==> src/rtl/inv_mixcolumns.sv <==
// ---------------------------------------------------------------------------
// inv_mixcolumns
//   Applies the AES InvMixColumns transform to a 128-bit state. A block is
//   captured in IDLE. It is transformed COLS_PER_CYCLE columns per clock in
//   BUSY. It is held in DONE until the consumer takes it.
//
// Ports
//   clk          rising-edge clock
//   rst          synchronous, active-high reset
//   in_valid     producer offers a block on `state`
//   in_ready     block can accept a new input (high only in IDLE)
//   state        128-bit AES state; byte i = state[127-8i -: 8],
//                column c = bytes 4c..4c+3 (column 0 = state[127:96])
//   out          transformed state, same byte/column layout
//   out_valid    `out` holds a completed result (high only in DONE)
//   out_ready    consumer takes `out`
//   dbg_state_o  current FSM encoding (IDLE=0, BUSY=1, DONE=2)
//
// Handshake: a transfer happens on a rising edge where valid and ready are
// both high. in_ready/out_valid depend only on registered state, never on
// the other side's valid/ready. Once raised, out_valid and `out` stay
// unchanged until the transfer completes. A block is never accepted on the
// same edge that a result is handed off.
//
// COLS_PER_CYCLE must be 1, 2 or 4.
// ---------------------------------------------------------------------------
module inv_mixcolumns #(
    parameter int COLS_PER_CYCLE = 1
) (
    input  logic         clk,
    input  logic         rst,
    input  logic         in_valid,
    output logic         in_ready,
    input  logic [127:0] state,
    output logic [127:0] out,
    output logic         out_valid,
    input  logic         out_ready,
    output logic [1:0]   dbg_state_o
);

    typedef enum logic [1:0] {
        IDLE = 2'd0,
        BUSY = 2'd1,
        DONE = 2'd2
    } fsm_e;

    fsm_e        fsm_q;
    logic [1:0]  col_q;
    logic        in_ready_q;
    logic        out_valid_q;
    logic [31:0] src_q [4];
    logic [31:0] res_q [4];
    logic [31:0] res_d [4];
    logic        last_step;

    // Multiply by x (0x02) modulo x^8+x^4+x^3+x+1.
    function automatic logic [7:0] xt(input logic [7:0] b);
        return {b[6:0], 1'b0} ^ (b[7] ? 8'h1b : 8'h00);
    endfunction

    // One column through the inverse MixColumns matrix. 0e/0b/0d/09 are
    // built from the x2/x4/x8 chain of each input byte.
    function automatic logic [31:0] inv_col(input logic [31:0] c);
        logic [7:0] a  [4];
        logic [7:0] x2 [4];
        logic [7:0] x4 [4];
        logic [7:0] x8 [4];
        logic [7:0] m9 [4];
        logic [7:0] mb [4];
        logic [7:0] md [4];
        logic [7:0] me [4];
        for (int i = 0; i < 4; i++) begin
            a[i]  = c[31-8*i -: 8];
            x2[i] = xt(a[i]);
            x4[i] = xt(x2[i]);
            x8[i] = xt(x4[i]);
            m9[i] = x8[i] ^ a[i];
            mb[i] = x8[i] ^ x2[i] ^ a[i];
            md[i] = x8[i] ^ x4[i] ^ a[i];
            me[i] = x8[i] ^ x4[i] ^ x2[i];
        end
        return {me[0] ^ mb[1] ^ md[2] ^ m9[3],
                m9[0] ^ me[1] ^ mb[2] ^ md[3],
                md[0] ^ m9[1] ^ me[2] ^ mb[3],
                mb[0] ^ md[1] ^ m9[2] ^ me[3]};
    endfunction

    // Result columns updated by this BUSY step: col_q and the following
    // COLS_PER_CYCLE-1 columns. All other columns keep their value.
    always_comb begin
        res_d = res_q;
        for (int j = 0; j < COLS_PER_CYCLE; j++) begin
            res_d[col_q + 2'(j)] = inv_col(src_q[col_q + 2'(j)]);
        end
    end

    // This step covers column 3, so the block completes on this edge.
    assign last_step = (col_q + 2'(COLS_PER_CYCLE - 1)) == 2'd3;

    always_ff @(posedge clk) begin
        if (rst) begin
            fsm_q       <= IDLE;
            col_q       <= 2'd0;
            in_ready_q  <= 1'b1;
            out_valid_q <= 1'b0;
            for (int i = 0; i < 4; i++) begin
                src_q[i] <= 32'h0;
                res_q[i] <= 32'h0;
            end
        end else begin
            case (fsm_q)
                IDLE: begin
                    if (in_valid) begin
                        for (int i = 0; i < 4; i++) begin
                            src_q[i] <= state[127-32*i -: 32];
                        end
                        col_q      <= 2'd0;
                        fsm_q      <= BUSY;
                        in_ready_q <= 1'b0;
                    end
                end
                BUSY: begin
                    res_q <= res_d;
                    // COLS_PER_CYCLE=4 truncates to 0, so the counter wraps.
                    col_q <= col_q + 2'(COLS_PER_CYCLE);
                    if (last_step) begin
                        fsm_q       <= DONE;
                        out_valid_q <= 1'b1;
                    end
                end
                DONE: begin
                    if (out_ready) begin
                        fsm_q       <= IDLE;
                        out_valid_q <= 1'b0;
                        in_ready_q  <= 1'b1;
                    end
                end
                default: begin
                    fsm_q       <= IDLE;
                    col_q       <= 2'd0;
                    in_ready_q  <= 1'b1;
                    out_valid_q <= 1'b0;
                end
            endcase
        end
    end

    assign in_ready    = in_ready_q;
    assign out_valid   = out_valid_q;
    assign out         = {res_q[0], res_q[1], res_q[2], res_q[3]};
    assign dbg_state_o = fsm_q;

endmodule
==> config.mk <==
export PLATFORM = sky130hd
export DESIGN_NAME = inv_mixcolumns
export DESIGN_NICKNAME = d
export VERILOG_FILES = /design/src/rtl/inv_mixcolumns.sv
export SDC_FILE = /design/constraint.sdc
export NUM_CORES = 1
export LEC_CHECK = 0
export ABC_AREA = 1
export BUFFER_PORTS_ARGS = -buffer_cell sky130_fd_sc_hd__buf_2
export CAP_MARGIN = 20
export CELL_PAD_IN_SITES_DETAIL_PLACEMENT = 2
export CELL_PAD_IN_SITES_GLOBAL_PLACEMENT = 2
export CORE_MARGIN = 10
export CORE_UTILIZATION = 29
export CTS_CLUSTER_SIZE = 40
export DETAILED_ROUTE_END_ITERATION = 8
export PLACE_DENSITY_LB_ADDON = 0.08
export SKIP_CTS_REPAIR_TIMING = 1
export SYNTH_ARGS = -nofsm -noshare
export SYNTH_HDL_FRONTEND = slang
export SYNTH_SLANG_ARGS = --single-unit
==> constraint.sdc <==
create_clock -name clk -period 4.15 [get_ports clk]
set_input_delay 0.2075 -clock clk [delete_from_list [all_inputs] [get_ports clk]]
set_output_delay 0.2075 -clock clk [all_outputs]
set_load 0.1 [all_outputs]
==> results of run 1 <==
## area by class of cell
cell class | instances | area [sq um] | area share [%]
antenna | 2 | 5.005 | 0.02559
sequential | 264 | 6571 | 33.60
inverter | 311 | 1174 | 6.001
tap | 688 | 860.8 | 4.402
clock buffer | 44 | 935.9 | 4.785
timing repair buffer | 409 | 2765 | 14.14
clock inverter | 11 | 57.56 | 0.2943
multi-input combinational | 1456 | 7188 | 36.75
## kinds of logic after synthesis
| kind of cell | synth area share, % |
|---|---|
| fa+ha+maj | 0.3271 |
| buf+inv | 10.36 |
| xor+xnor | 7.775 |
| simple gates | 30.56 |
| compound gates | 8.070 |
| flops | 42.91 |
## through the flow
step           instance area [sq um]  total power, mW  cells  setup WS [ps]
2_1_floorplan                  15310            5.909   2111          973.4
3_3_place_gp                   17300            7.434   3004          904.8
3_5_place_dp                   17300            7.542   3004          776.3
4_1_cts                        18290            10.25   3059          767.3
5_1_grt                        19560            10.87   3185          535.0
6_report                       19560            10.24   3185          813.6
## placed cells by master (no fill, tap or decap), types with 2 or more instances in the layout
master	instances
nand3_1	230
o21bai_1	8
buf_12	2
o211ai_1	5
nor2_1	137
or2_1	5
dlygate4sd3_1	123
diode_2	2
clkinvlp_4	2
clkinv_1	6
edfxtp_1	128
o21ai_0	64
xnor2_2	6
inv_2	8
nand3_2	2
nand3b_1	5
inv_1	300
clkinv_2	4
nand2_4	4
nand2_2	35
xor2_1	77
o21a_1	73
clkbuf_1	3
ha_1	4
nand2_1	697
buf_2	263
xor2_2	3
buf_4	20
clkbuf_8	9
clkbuf_16	32
a21oi_1	51
dfxtp_1	134
xnor2_1	39
## layer usage
metal / wire length (um) / vias to the layer above / part of all wire [%]
met5: 0 / - / 0
met2: 33240 / 247 / 50
met3: 2352 / 73 / 3.6
li1: - / 7309 / -
met4: 1386 / 0 / 2.1
met1: 29190 / 7406 / 44
## power by group
part           internal [mW]  leakage, nW  switching (mW)
Combinational           1.18         7.32            3.38
Sequential              2.92         2.49          0.0835
Clock                   1.55        0.487            1.13
## cell usage after synthesis
master,count,area (sq um)
a21oi_1,51,255.2
a2bb2oi_1,1,8.760
and2_1,1,6.260
buf_1,1,3.750
buf_2,9,45.04
buf_4,9,67.56
buf_6,9,101.4
clkbuf_1,52,195.2
clkinv_1,4,15.01
dfxtp_1,136,2723
edfxtp_1,128,3844
ha_1,4,50.05
inv_1,300,1126
inv_2,6,22.52
inv_6,1,8.760
nand2_1,698,2620
nand2_2,35,219.0
nand2_4,4,45.04
nand2b_1,1,6.260
nand3_1,231,1156
nand3_2,2,20.02
nand3b_1,5,37.54
nand4_1,1,6.260
nor2_1,138,518.0
nor3_1,1,5.000
o211ai_1,5,37.54
o21a_1,73,548.0
o21ai_0,64,320.3
o21ai_1,1,5.000
o21bai_1,8,60.06
or2_1,5,31.28
or2_2,1,6.260
xnor2_1,39,341.6
xnor2_2,6,97.59
xnor2_4,1,27.53
xor2_1,77,674.4
xor2_2,3,48.80
## sequential cells by signal (all words and copies together), names as in the netlist, named ones only
signal and flops:
dbg_state_o 2, out 128, out_valid 1, col_q 2
src_q 128, in_ready 1
## critical path, stage by stage (launching register included)
cell and delay [ps]:
dfxtp_4 370, inv_6 340, nand2_1 140, nand3_1 110
nand2_1 390, xnor2_1 340, xor2_1 430, xor2_1 160
xnor2_1 710, a21oi_1 140
## path summary, 6_finish.rpt
path                                                    to  cells after the start
worst min-delay path            src_q[0][10]$_SDFFCE_PN0P_                      3
worst max-delay path                  out[65]$_SDFFE_PP0P_                      9
worst max register to register        out[65]$_SDFFE_PP0P_                      9
worst min register to register      out_valid$_SDFFE_PP0P_                      1
==> metrics.md, run 1 <==
| Metric | Value |
|---|---|
| Final wirelength | `66,180 um` |
| Failing checks | `negative hold slack` |
| Worst slew margin | `41.77%` |
| Arr. time, crit path | `3760 ps` |
| RSZ-0062 raised after global routing | `false` |
| Area grow syn2layout | `27.80%` |
| Max Cap Violations | `0` |
| Seq/Total Area, Yosys | `42.91%` |
| IO Pins | `264` |
| Max FO, Critical Path | `63` |
| Hold path start | `state[106]` |
| Initial Util | `29.18%` |
| Worst EP required | `4570 ps` |
| Post-route antenna net violation count | `0` |
| GRT overflow | `0` |
| Via Count | `15,040` |
| DRT Pass-1 Iters | `4` |
| Status | `complete, but fails checks` |
| #FFs+latches synth | `264` |
| Largest net degree at the start of global routing | `129` |
| Row count | `84` |
| Clk Latency, worst-skew pair | `580 ps` |
| Final Hold Fails | `2` |
| FF-to-FF setup slack | `810 ps` |
| Post-Synthesis Cells | `2,111` |
| Startpoint types | `register` |
| Final setup fails | `0` |
| Power density cells | `523.6 nW/um^2` |
| Post-Syn Area per Cell | `7.249 sq um` |
| Setup_tns | `0 ps` |
| Root Driver | `clkbuf_16` |
| Initial antenna violation count | `2` |
| Via density | `4.721` |
| Filler cells | `6,097` |
| Tmin final | `3336 ps` |
| Finished Core Util | `37.29%` |
| Met1 usage | `24.70%` |
| GRT busiest layer | `met2` |
| Distinct cell type count after synthesis | `37` |
| Die height | `249.7 um` |
| Worst-Margin Slew | `867.3 ps` |
| Syn_nets | `2,247` |
| 1st-iter DRT viols | `633` |
| First-pass GRT wire length | `95,310 um` |
| Met3 global-route usage | `3.264%` |
| Post-synthesis cell area | `15,300 sq um` |
| Die area | `62,360 sq um` |
| Worst IR drop on VDD | `0.2985 mV` |
| Hpwl dp | `48,550 um` |
| Met2 track demand over resource | `33.51%` |
| CTS Buf Count | `30` |
| YS warnings | `0` |
| Worst Hold Class | `in2reg` |
| Total track usage | `19.35%` |
| Nets | `2,608` |
| Slew Viols, Final | `0` |
| Worst-path clk slew | `60 ps` |
| I/O Buffers | `263` |
| Fin Clk Skew | `18.28 ps` |
| GP Congestion | `0.9053` |
| CTS tree | `built` |
| Period utilisation layout | `80.40%` |
| Vias in the first global route | `15,690` |
| Max Clk Rate | `299.7 MHz` |
| H-tree depth | `1` |
| Pleak | `10.30 nW` |
| Die X | `249.7 um` |
| Layout cell share with drive strength beyond 1 | `16.03%` |
| Routed len/inst | `20.78 um` |
| Worst-case clock buffer depth | `3` |
| DR DRC count | `0` |
| Core area | `52,450 sq um` |
| Clock sink count | `264` |
| Crit end category | `register` |
| Hold slack | `-42.51 ps` |
| Crit path kind | `reg2reg` |
Note: power is estimated with default switching activity, not from simulation.
==> inputs of run 2 (changes only) <==
==> constraint.sdc (replaced) <==
create_clock -name clk -period 2.9 [get_ports clk]
set_input_delay 0.145 -clock clk [delete_from_list [all_inputs] [get_ports clk]]
set_output_delay 0.145 -clock clk [all_outputs]
set_load 0.1 [all_outputs]
==> run 2 against run 1 <==
Combinational power grew 55%. Worst hold slack gained 21 ps. Critical path type unchanged. Highest routed layer unchanged. Maximum frequency grew 23%. Sequential share of layout area shrank 1.7 points. Core utilization grew 2.0 points. Largest power group unchanged. Critical endpoint is now out[9]$_SDFFE_PP0P_. The run still ends with negative hold slack left. Global-route usage is essentially flat.
==> metrics.md, run 2 (same netlist as run 1, synthesis figures left out) <==
| Metric | Value |
|---|---|
| Clk Latency, worst-skew pair | `540 ps` |
| Final worst setup slack | `187.8 ps` |
| Int Pwr | `9.136 mW` |
| Crit path kind | `reg2reg` |
| Critical-path top delay cell | `dfxtp_4` |
| Multi-input logic area | `7420 sq um` |
| Die X | `249.7 um` |
| Psw | `6.797 mW` |
| Final setup fails | `0` |
| Placement Cell Area | `17,780 sq um` |
| IO Pins | `264` |
| Worst EP required | `3320 ps` |
| Failing checks | `negative hold slack` |
| CTS Buf Count | `34` |
| Max FO, Critical Path | `11` |
| Hold slack | `-21.57 ps` |
| DR DRC count | `0` |
| DRT Pass-1 Iters | `5` |
| Placed Cells incl. Taps | `3,058` |
| Pleak | `10.79 nW` |
| CTS tree | `built` |
| Worst-path clk slew | `60 ps` |
| Clock sink count | `264` |
| Worst-case clock buffer depth | `3` |
| Layout cell share with drive strength beyond 1 | `19.86%` |
| Clock share of power | `28.8%` |
| Register area | `6571 sq um` |
| Most common cell after layout, fill and taps aside | `nand2_1` |
| Status | `complete, but fails checks` |
| GP Congestion | `0.8818` |
| Total track usage | `19.32%` |
| Startpoint types | `register` |
| Combinational share of power | `44.3%` |
| Setup_tns | `0 ps` |
| CP peak stage delay | `370 ps` |
| Routed len/inst | `20.70 um` |
| RSZ-0062 raised after global routing | `true` |
| Net Sw Frac | `42.66%` |
| Max Clk Rate | `368.7 MHz` |
| Die area | `62,360 sq um` |
| Via Count | `15,230` |
| Core area | `52,450 sq um` |
| Crit end category | `register` |
| Worst Hold Class | `in2reg` |
| Design Power | `15.93 mW` |
| GRT overflow | `0` |
| Largest net degree at the start of global routing | `73` |
| 1st-iter DRT viols | `659` |
| Die height | `249.7 um` |
| Placement Setup Slack | `-63.51 ps` |
| Commonest non-fill, non-tap cells in the layout | `nand2_1, inv_1, buf_2` |
| Worst slew margin | `44.88%` |
| Final Instance Area | `20,630 sq um` |
| Row count | `84` |
| H-tree depth | `2` |
| Final Hold Fails | `1` |
| Period utilisation layout | `93.52%` |
| Fin Clk Skew | `26.85 ps` |
| FF-to-FF setup slack | `190 ps` |
| Nets | `2,675` |
| Via density | `4.677` |
| Worst IR drop on VDD | `0.3094 mV` |
| Crit-path most repeated cell | `nand2_1` |
| Area grow syn2layout | `34.81%` |
| Sequential share of power | `27.0%` |
| I/O Buffers | `263` |
| Tmin final | `2712 ps` |
| Final wirelength | `67,400 um` |
| First-pass GRT wire length | `95,340 um` |
| Hpwl dp | `48,690 um` |
| Max Cap Violations | `0` |
| Slew Viols, Final | `0` |
| Filler cells | `6,028` |
| CP delay by family, top | `simple AND/OR/NAND/NOR gates` |
| Finished Core Util | `39.34%` |
| Initial Util | `29.18%` |
| Non-Filler Instances | `3,256` |
| Worst-Margin Slew | `826.7 ps` |
| Power density cells | `772.4 nW/um^2` |
| Cell Chain, Critical Path | `buf_12, clkbuf_16, nand2_1, nand3_1, nand2_1, inv_1, nand2_1, nand2_2, xor2_1, inv_1, or2_1, nand3_1, nand3_1, nand2_1, inv_1` |
| Arr. time, crit path | `3130 ps` |
| Vias in the first global route | `15,760` |
| Root Driver | `clkbuf_16` |
| Bufs and invs on worst path | `5` |
| Post-route antenna net violation count | `0` |
| Initial antenna violation count | `5` |
[run 2: cell count changes in the layout (fill, tap and decap cells not counted), sizes merged]
cell         before  now
diode             2    5
inv             309  310
clkinv           11    9
clkbuf           44   46
dlygate4sd3     123  128
bufinv            0    7
buf             286  342
clkinvlp          2    1
[run 2: cell type report]
class	count	share of cell area [%]
Clock buffer	44	4.458
Tap cell	688	4.173
Antenna cell	5	0.06065
Timing Repair Buffer	472	16.45
Inverter	311	5.744
Clock inverter	16	1.298
Multi-Input combinational cell	1456	35.97
Sequential cell	264	31.85
[run 2: path summary, 6_finish.rpt]
check | start | endpoint | cells after the start
worst min-delay path | state[23] | src_q[3][23]$_SDFFCE_PN0P_ | 3
worst min register to register | in_ready$_SDFFE_PP1P_ | in_ready$_SDFFE_PP1P_ | 2
worst max register to register | register | out[9]$_SDFFE_PP0P_ | 15
worst max-delay path | register | out[9]$_SDFFE_PP0P_ | 15
[run 2: power groups by stage]
stage	Sequential [mW]	Clock [mW]	Combinational [mW]
after floorplan	5.05	0	3.40
after global placement	4.37	0	6.60
after detailed placement	4.38	0	6.74
after CTS	4.30	4.68	6.77
after global routing	4.32	4.85	7.68
final	4.30	4.58	7.05
[run 2: layer usage]
layer  global-route usage [%]  vias to the layer above  routed length, um
met5                        0                        -                  0
met4                    4.537                        0               1567
met3                    3.191                       76               2016
met2                    33.29                      221              33890
met1                    24.69                     7493              29920
li1                         -                     7437                  -
[run 2: worst min-delay path: cells and delay by family]
family        cells  cell delay, ps
buf+inv           2             130
simple gates      1             120
